### config.mk
export PLATFORM = sky130hd
export DESIGN_NAME = fetch_unit_flat
export DESIGN_NICKNAME = d
export VERILOG_FILES = /design/src/rtl/fetch_if.sv /design/src/rtl/fetch_unit.sv /design/src/flat_wrapper.sv
export SDC_FILE = /design/constraint.sdc
export NUM_CORES = 1
export LEC_CHECK = 0
export CAP_MARGIN = 0
export CORE_MARGIN = 1
export CORE_UTILIZATION = 59
export DETAILED_ROUTE_END_ITERATION = 12
export HOLD_SLACK_MARGIN = 0.15
export PLACE_DENSITY = 0.91
export SETUP_SLACK_MARGIN = 0.02
export SLEW_MARGIN = 20
export SYNTH_ARGS = -nofsm -noshare
export SYNTH_HDL_FRONTEND = slang
export SYNTH_SLANG_ARGS = --single-unit
### constraint.sdc
create_clock -name clk -period 6.3 [get_ports clk]
set_clock_uncertainty 0.15 [all_clocks]
set_input_delay 0.945 -clock clk [delete_from_list [all_inputs] [get_ports clk]]
set_output_delay 0.945 -clock clk [all_outputs]
set_load 0.01 [all_outputs]
### src/rtl/fetch_if.sv
// Fetch unit bus bundle: instruction ROM port, redirect input and issue-side queue head.
// The fetch unit sits on the master side.
interface fetch_if #(
  parameter int DEPTH = 4
) ();
  logic                     rom_nrd;
  logic [31:0]              rom_addr;
  logic [31:0]              rom_data;
  logic                     redirect;
  logic [31:0]              redirect_pc;
  logic                     inst_valid;
  logic                     inst_ready;
  logic [31:0]              inst_out;
  logic [31:0]              inst_pc;
  logic [$clog2(DEPTH):0]   count;
  logic                     halted;

  modport master (
    output rom_nrd, rom_addr, inst_valid, inst_out, inst_pc, count, halted,
    input  rom_data, redirect, redirect_pc, inst_ready
  );

  modport slave (
    input  rom_nrd, rom_addr, inst_valid, inst_out, inst_pc, count, halted,
    output rom_data, redirect, redirect_pc, inst_ready
  );
endinterface

### src/rtl/fetch_unit.sv
// Instruction fetch: sequential PC, DEPTH-entry {instr, pc} queue, and a halt flag
// raised by the halt opcode or by running off the end of the ROM.
module fetch_unit #(
  parameter int          DEPTH       = 4,
  parameter logic [31:0] RESET_PC    = 32'h0000_0000,
  parameter int          ROM_BYTES   = 100,
  parameter logic [5:0]  HALT_OPCODE = 6'b111111
) (
  input logic      clk,
  input logic      nrst,
  fetch_if.master  bus
);
  localparam int PW = $clog2(DEPTH);
  localparam int CW = PW + 1;

  logic [31:0]   pc;
  logic [PW-1:0] wr_ptr;
  logic [PW-1:0] rd_ptr;
  logic [CW-1:0] count;
  logic          halted;
  logic [31:0]   q_instr [DEPTH];
  logic [31:0]   q_pc    [DEPTH];

  logic pop;
  logic fetch_en;
  logic end_of_rom;
  logic halt_word;

  assign pop        = (count != '0) && bus.inst_ready;
  // 33-bit compare so a PC near 2^32 cannot wrap past the ROM limit
  assign end_of_rom = ({1'b0, pc} + 33'd3) >= 33'(ROM_BYTES);
  assign fetch_en   = nrst && !halted && !bus.redirect && !end_of_rom &&
                      ((count < CW'(DEPTH)) || pop);
  assign halt_word  = (bus.rom_data[31:26] == HALT_OPCODE);

  assign bus.rom_nrd    = !fetch_en;
  assign bus.rom_addr   = pc;
  assign bus.inst_valid = (count != '0);
  assign bus.inst_out   = q_instr[rd_ptr];
  assign bus.inst_pc    = q_pc[rd_ptr];
  assign bus.count      = count;
  assign bus.halted     = halted;

  always_ff @(posedge clk or negedge nrst) begin
    if (!nrst) begin
      for (int i = 0; i < DEPTH; i++) begin
        q_instr[i] <= '0;
        q_pc[i]    <= '0;
      end
    end else if (fetch_en) begin
      q_instr[wr_ptr] <= bus.rom_data;
      q_pc[wr_ptr]    <= pc;
    end
  end

  always_ff @(posedge clk or negedge nrst) begin
    if (!nrst) begin
      pc     <= RESET_PC;
      wr_ptr <= '0;
      rd_ptr <= '0;
      count  <= '0;
      halted <= 1'b0;
    end else if (bus.redirect) begin
      // redirect wins over any push or pop presented in the same cycle
      pc     <= bus.redirect_pc & ~32'd3;
      wr_ptr <= '0;
      rd_ptr <= '0;
      count  <= '0;
      halted <= 1'b0;
    end else begin
      if (fetch_en) begin
        wr_ptr <= wr_ptr + PW'(1);
        pc     <= pc + 32'd4;
      end
      if (pop) begin
        rd_ptr <= rd_ptr + PW'(1);
      end
      unique case ({fetch_en, pop})
        2'b10:   count <= count + CW'(1);
        2'b01:   count <= count - CW'(1);
        default: count <= count;
      endcase
      if ((fetch_en && halt_word) || end_of_rom) begin
        halted <= 1'b1;
      end
    end
  end
endmodule

### src/flat_wrapper.sv
// flat-port wrapper written by rule: the top's interface ports become plain ports
module fetch_unit_flat 
#(
  parameter int          DEPTH       = 4,
  parameter logic [31:0] RESET_PC    = 32'h0000_0000,
  parameter int          ROM_BYTES   = 100,
  parameter logic [5:0]  HALT_OPCODE = 6'b111111
)
  (clk, nrst, bus_rom_nrd, bus_rom_addr, bus_inst_valid, bus_inst_out, bus_inst_pc, bus_count, bus_halted, bus_rom_data, bus_redirect, bus_redirect_pc, bus_inst_ready);
  fetch_if #(.DEPTH(DEPTH)) bus_i ();
  input logic clk;
  input logic nrst;
  output wire logic [$bits(bus_i.rom_nrd)-1:0] bus_rom_nrd;
  output wire logic [$bits(bus_i.rom_addr)-1:0] bus_rom_addr;
  output wire logic [$bits(bus_i.inst_valid)-1:0] bus_inst_valid;
  output wire logic [$bits(bus_i.inst_out)-1:0] bus_inst_out;
  output wire logic [$bits(bus_i.inst_pc)-1:0] bus_inst_pc;
  output wire logic [$bits(bus_i.count)-1:0] bus_count;
  output wire logic [$bits(bus_i.halted)-1:0] bus_halted;
  input wire logic [$bits(bus_i.rom_data)-1:0] bus_rom_data;
  input wire logic [$bits(bus_i.redirect)-1:0] bus_redirect;
  input wire logic [$bits(bus_i.redirect_pc)-1:0] bus_redirect_pc;
  input wire logic [$bits(bus_i.inst_ready)-1:0] bus_inst_ready;
  assign bus_rom_nrd = bus_i.rom_nrd;
  assign bus_rom_addr = bus_i.rom_addr;
  assign bus_inst_valid = bus_i.inst_valid;
  assign bus_inst_out = bus_i.inst_out;
  assign bus_inst_pc = bus_i.inst_pc;
  assign bus_count = bus_i.count;
  assign bus_halted = bus_i.halted;
  assign bus_i.rom_data = bus_rom_data;
  assign bus_i.redirect = bus_redirect;
  assign bus_i.redirect_pc = bus_redirect_pc;
  assign bus_i.inst_ready = bus_inst_ready;
  fetch_unit #(.DEPTH(DEPTH), .RESET_PC(RESET_PC), .ROM_BYTES(ROM_BYTES), .HALT_OPCODE(HALT_OPCODE)) u_core (.clk(clk), .nrst(nrst), .bus(bus_i));
endmodule
**Word level (Yosys, flattened, before mapping)**

Cells that the tools add are included.

- $add $sub $neg: 6
- Order comparisons: 5
- Equal/unequal tests: 3
- Multiplexer cells: 20
- Bitwise logic cells: 2
- Reduce and logical (&&, ||, !) cells: 18

Operators with widths:

| kind | number |
|---|---|
| bitwise mux 128 bit | 2 |
| two-way mux 32 bit | 7 |
| binary-select mux 32 bit (select 2 bit) | 2 |
| demux 32 bit (select 2 bit) | 1 |
| adder 32 x 2 -> 33 bit, second input constant | 1 |
| greater-or-equal comparator 33 x 7 -> 1 bit, second input constant | 1 |
| adder 32 x 3 -> 32 bit, second input constant | 1 |
| two-way mux 2 bit | 4 |
| logical AND 1 bit | 7 |
| == test 6 bit, second input constant | 1 |
| greater-or-equal comparator 3 bit, second input constant | 2 |
| NOT 2 -> 3 bit | 2 |
| case mux 3 bit (2 select lines) | 1 |
| nonzero test 2 bit | 3 |
| nonzero test 3 bit | 2 |
| adder 2 x 1 -> 2 bit, second input constant | 2 |
| zero test 1 bit | 4 |
| adder 3 x 1 -> 3 bit, second input constant | 1 |
| < comparator 3 x 1 -> 1 bit, second input constant | 1 |
| < comparator 3 bit, second input constant | 1 |
| two-way mux 3 bit | 1 |
| subtractor 3 x 1 -> 3 bit, second input constant | 1 |
| == test 2 x 1 -> 1 bit, second input constant | 1 |
| == test 2 bit, second input constant | 1 |
| other kinds (2) | 4 |

- Flip-flop bits (word level): 296
- Input bits: 68
- Output and inout port bits: 102
- Logic and storage cells: 67

**Longest topological paths before layout**

- Word-level depth: 9
- Depth in mapped cells: 9
- Gate-level depth less buffers: 8

**Least setup slack after synthesis**

OpenSTA, ideal clock, no wires.

- Path type: input to register
- Start: input bus_redirect
- End: register u_core.count[2] (netlist: u_core.bus.count[2])
- Setup time: 0.125 ns
- Arrival time: 2.734 ns
- Data required time: 6.025 ns
- Setup slack: 3.291 ns
- Stages on the path: 9
- Path buffers: 1
- Cell sequence: inv_1 and3_1 and4bb_4 buf_12 nor2_1 fa_1 and2_1 mux2i_1 mux2_2

- Word-level cells in the longest chain between the ends: 7
- Elaborated cells on any way between the ends: 9
- Classes of those cells: eq/ne: 2; mux: 2; reduce/logical: 5

RTL lines:

| element | line | RTL |
|---|---|---|
| from (decl) | flat_wrapper.sv:21 | `input wire logic [$bits(bus_i.redirect)-1:0] bus_redirect;` |
| zero test 1 bit | fetch_unit.sv:32 | `assign fetch_en = nrst && !halted && !bus.redirect && !end_of_rom &&` |
| logical AND 1 bit (3 in a row) | fetch_unit.sv:32 |  |
| == test 2 x 1 -> 1 bit or == test 2 bit (tied branches) | fetch_unit.sv:78 | `unique case ({fetch_en, pop})` |
| case mux 3 bit (2 select lines) | fetch_unit.sv:78 |  |
| two-way mux 3 bit | fetch_unit.sv:63 | `end else if (bus.redirect) begin` |
| to (signal assigned) | fetch_unit.sv:79 | `2'b10: count <= count + CW'(1);` |
| to (signal assigned) | fetch_unit.sv:80 | `2'b01: count <= count - CW'(1);` |
| to (signal assigned) | fetch_unit.sv:81 | `default: count <= count;` |
| to (decl) | fetch_unit.sv:19 | `logic [CW-1:0] count;` |

Parallel ways exist; a longest one is shown, timed or not.
A chain may end at the register's enable or synchronous reset.

**Worst setup path after layout**

- Start: register u_core.rd_ptr[0]
- End: output bus_inst_pc[24]

- Word-level cells in the longest chain between the ends: 4

RTL lines:

| element | line | RTL |
|---|---|---|
| from (decl) | fetch_unit.sv:18 | `logic [PW-1:0] rd_ptr;` |
| from (signal assigned) | fetch_unit.sv:76 | `rd_ptr <= rd_ptr + PW'(1);` |
| NOT 2 -> 3 bit (not written as such) | fetch_unit.sv:40 | `assign bus.inst_pc = q_pc[rd_ptr];` |
| binary-select mux 32 bit (select 2 bit) | fetch_unit.sv:40 |  |
| two-way mux 32 bit (not written as such) (2 in a row) | fetch_unit.sv:40 |  |
| to (decl) | flat_wrapper.sv:17 | `output wire logic [$bits(bus_i.inst_pc)-1:0] bus_inst_pc;` |

Every way passes these cells. The select of a mux whose other input is x is not followed.

==> reports/results.tsv <==
metric	value	unit
ant_nets	0	
layout.cells.non_filler	1202	
fmax	232	MHz
rsz0062_at_grt	false	
whs_path_depth	1	
power_leakage	7.21	nW
post_synth.cell_area_avg	16.5	µm²
arrival	3.21	ns
relSlewSlack	0.367	
synth_flop_cell	dfrtp_1	
nets	982	
yosysTopAreaCell	dfrtp_1	
r2r-start	u_core.bus.rom_addr[30]$_DFFE_PN0N_	
total_power	3.93	mW
synth-async-reset-ratio	1.00	
synth_top_area_frac	0.581	
setup-violations-final	0	
vias_per_cell	5.75	
routed-via-count	6915	
routedWlPerCell	20.9	µm
critPathKind	flop to primary output	
grt_pass1_wl	42100	µm
reg2reg_slack	3.01	ns
layout_min_cycle_time	4.31	ns
core-area	0.0204	mm²
grt_use_total	0.248	
worst-path-max-fanout	46	
yosysMostFrequentCell	dfrtp_1	
place_area	0.0140	mm²
drv_slew	0	
startpoint_type	flop	
critPathRequiredTime	5.20	ns
synth.distinct_cells	41	
gp_congestion	0.704	
nFillCells	1209	
reg2reg_depth	6	
path_clk_slew	0.06	ns
utilization	0.743	
cts_tree	yes	
ys_seq_area_frac	0.581	
ir_worst_vdd	0.189	mV
synth_edf_count	0	
routed_wl	25200	µm
antenna_found_initial	0	
drv_cap	0	
n_antenna_cell	0	
post_cts_resized	0	
drive_above_1_share	0.338	
yosys-top-cells-area	dfrtp_1, mux4_2, mux2_2	
dp_hpwl	14800	µm
clkLatencyLatePin	0.53	ns
cts_htree_levels	1	
cts-root-buf	clkbuf_16	
die_x	147	µm
grt_overflow	0	
grt_max_degree	85	
ys_seq_elements	286	
p_per_area	260	mW/mm²
area_growth_syn_to_layout	22.8	%
synth_common_cells	dfrtp_1, mux2_2, and2_1, mux2_4, mux4_2	
cts_setup_buffers	0	
die_area	0.0215	mm²
numPlacedInstances	1145	
grt_pass1_vias	7822	
reg2reg_to	u_core.q_instr[84]$_DFFE_PN0P_	
hold-path-endpoint	u_core.q_pc[120]$_DFFE_PN0P_	
final_area	0.0151	mm²
setup_tns	0	ns
cp-startpoint	u_core.rd_ptr[0]$_DFFE_PN0P_	
period_share	0.683	
syn_inst	749	
clock_sinks	286	
dr.pass1.iters	6	
num_rows	52	
postCtsHoldBufs	1	
die_y	147	µm
io_buffers	163	
start_util	0.605	
worst_pin_slew	0.950	ns
hold_viol	0	
drc_errors	0	
hold_path.class	flop to flop	
status	finished, final reports clean	
drtIter0Drc	315	
cts_buffers	30	
yosys_warnings	0	
clockBufferDepth	3	
io_pins	170	
hold_start	u_core.q_pc[120]$_DFFE_PN0P_	
setup.worst_path.end_class	primary output	
netlist_area	0.0123	mm²
[how the worst max path moves through the flow]
stage | end | slack [ns] | depth (start not counted)
final | bus_inst_pc[24] | 1.99 | 3
after global routing | bus_inst_pc[24] | 1.77 | 3
after CTS | bus_inst_pc[24] | 1.90 | 3
after detailed placement | u_core.q_instr[70]$_DFFE_PN0P_ | 2.33 | 7
after global placement | u_core.q_instr[72]$_DFFE_PN0P_ | 2.36 | 7
after floorplan | u_core.bus.count[2]$_DFFE_PN0P_ | 3.29 | 9
[flip-flops by register name (all words and copies together) (netlist names)]
signal,cells
u_core.q_pc,120
u_core.bus.rom_addr,30
u_core.bus.count,3
u_core.rd_ptr,2
u_core.bus.halted,1
u_core.q_instr,128
u_core.wr_ptr,2
[metrics by stage]
step / setup slack [ns] / hold WS (ns)
finish: 1.99 / 0.329
global route: 1.77 / 0.342
CTS: 1.90 / 0.334
detailed placement: 2.33 / 0.315
global placement: 2.36 / 0.313
floorplan: 3.29 / 0.298
[per-layer routing]
| metal | global-route usage | part of all wire | vias up |
|---|---|---|---|
| li1 | - | - | 3014 |
| met1 | 0.334 | 0.42 | 3671 |
| met2 | 0.411 | 0.50 | 198 |
| met3 | 0.0597 | 0.059 | 32 |
| met4 | 0.0615 | 0.016 | 0 |
| met5 | 0 | 0 | - |
[cells by family after synthesis]
| group | share of synthesized area |
|---|---|
| mux | 0.299 |
| buf+inv | 0.0293 |
| simple gates | 0.0750 |
| xor+xnor | 0.00213 |
| compound gates | 0.00741 |
| other cells | 0.000304 |
| flops | 0.581 |
| fa+ha+maj | 0.00670 |
[where the power goes]
part / switching, mW / internal, mW / total, mW
registers: 0.0245 / 1.86 / 1.88
clock network: 0.727 / 1.15 / 1.87
logic: 0.0833 / 0.0912 / 0.175
total: 0.834 / 3.09 / 3.93
[layout by cell type (no fill, tap or decap), types with 7 or more instances in the layout]
master / Yosys / routed
nor2_1: 10 / 10
mux4_2: 62 / 62
clkdlybuf4s50_1: 0 / 162
and2_1: 101 / 101
mux2_4: 70 / 70
dfrtp_1: 286 / 284
clkbuf_8: 0 / 7
mux2_2: 106 / 106
buf_4: 4 / 7
clkbuf_16: 0 / 31
[worst max-delay path, stage by stage, from the launching register on]
cell and delay [ns]:
dfrtp_4 1.05, buf_4 0.50, mux4_2 0.60, clkdlybuf4s50_1 0.50
[layout make-up]
type,instances,area [µm²],area share
well taps,270,338,0.0223
repair buffers,172,1710,0.113
clock inverters,17,209,0.0138
inverters,6,22.5,0.00149
clock buffers,39,876,0.0579
flip-flops and latches,286,7160,0.473
multi-input cells,412,4820,0.318
No activity file was read; power rests on OpenSTA's default activity.
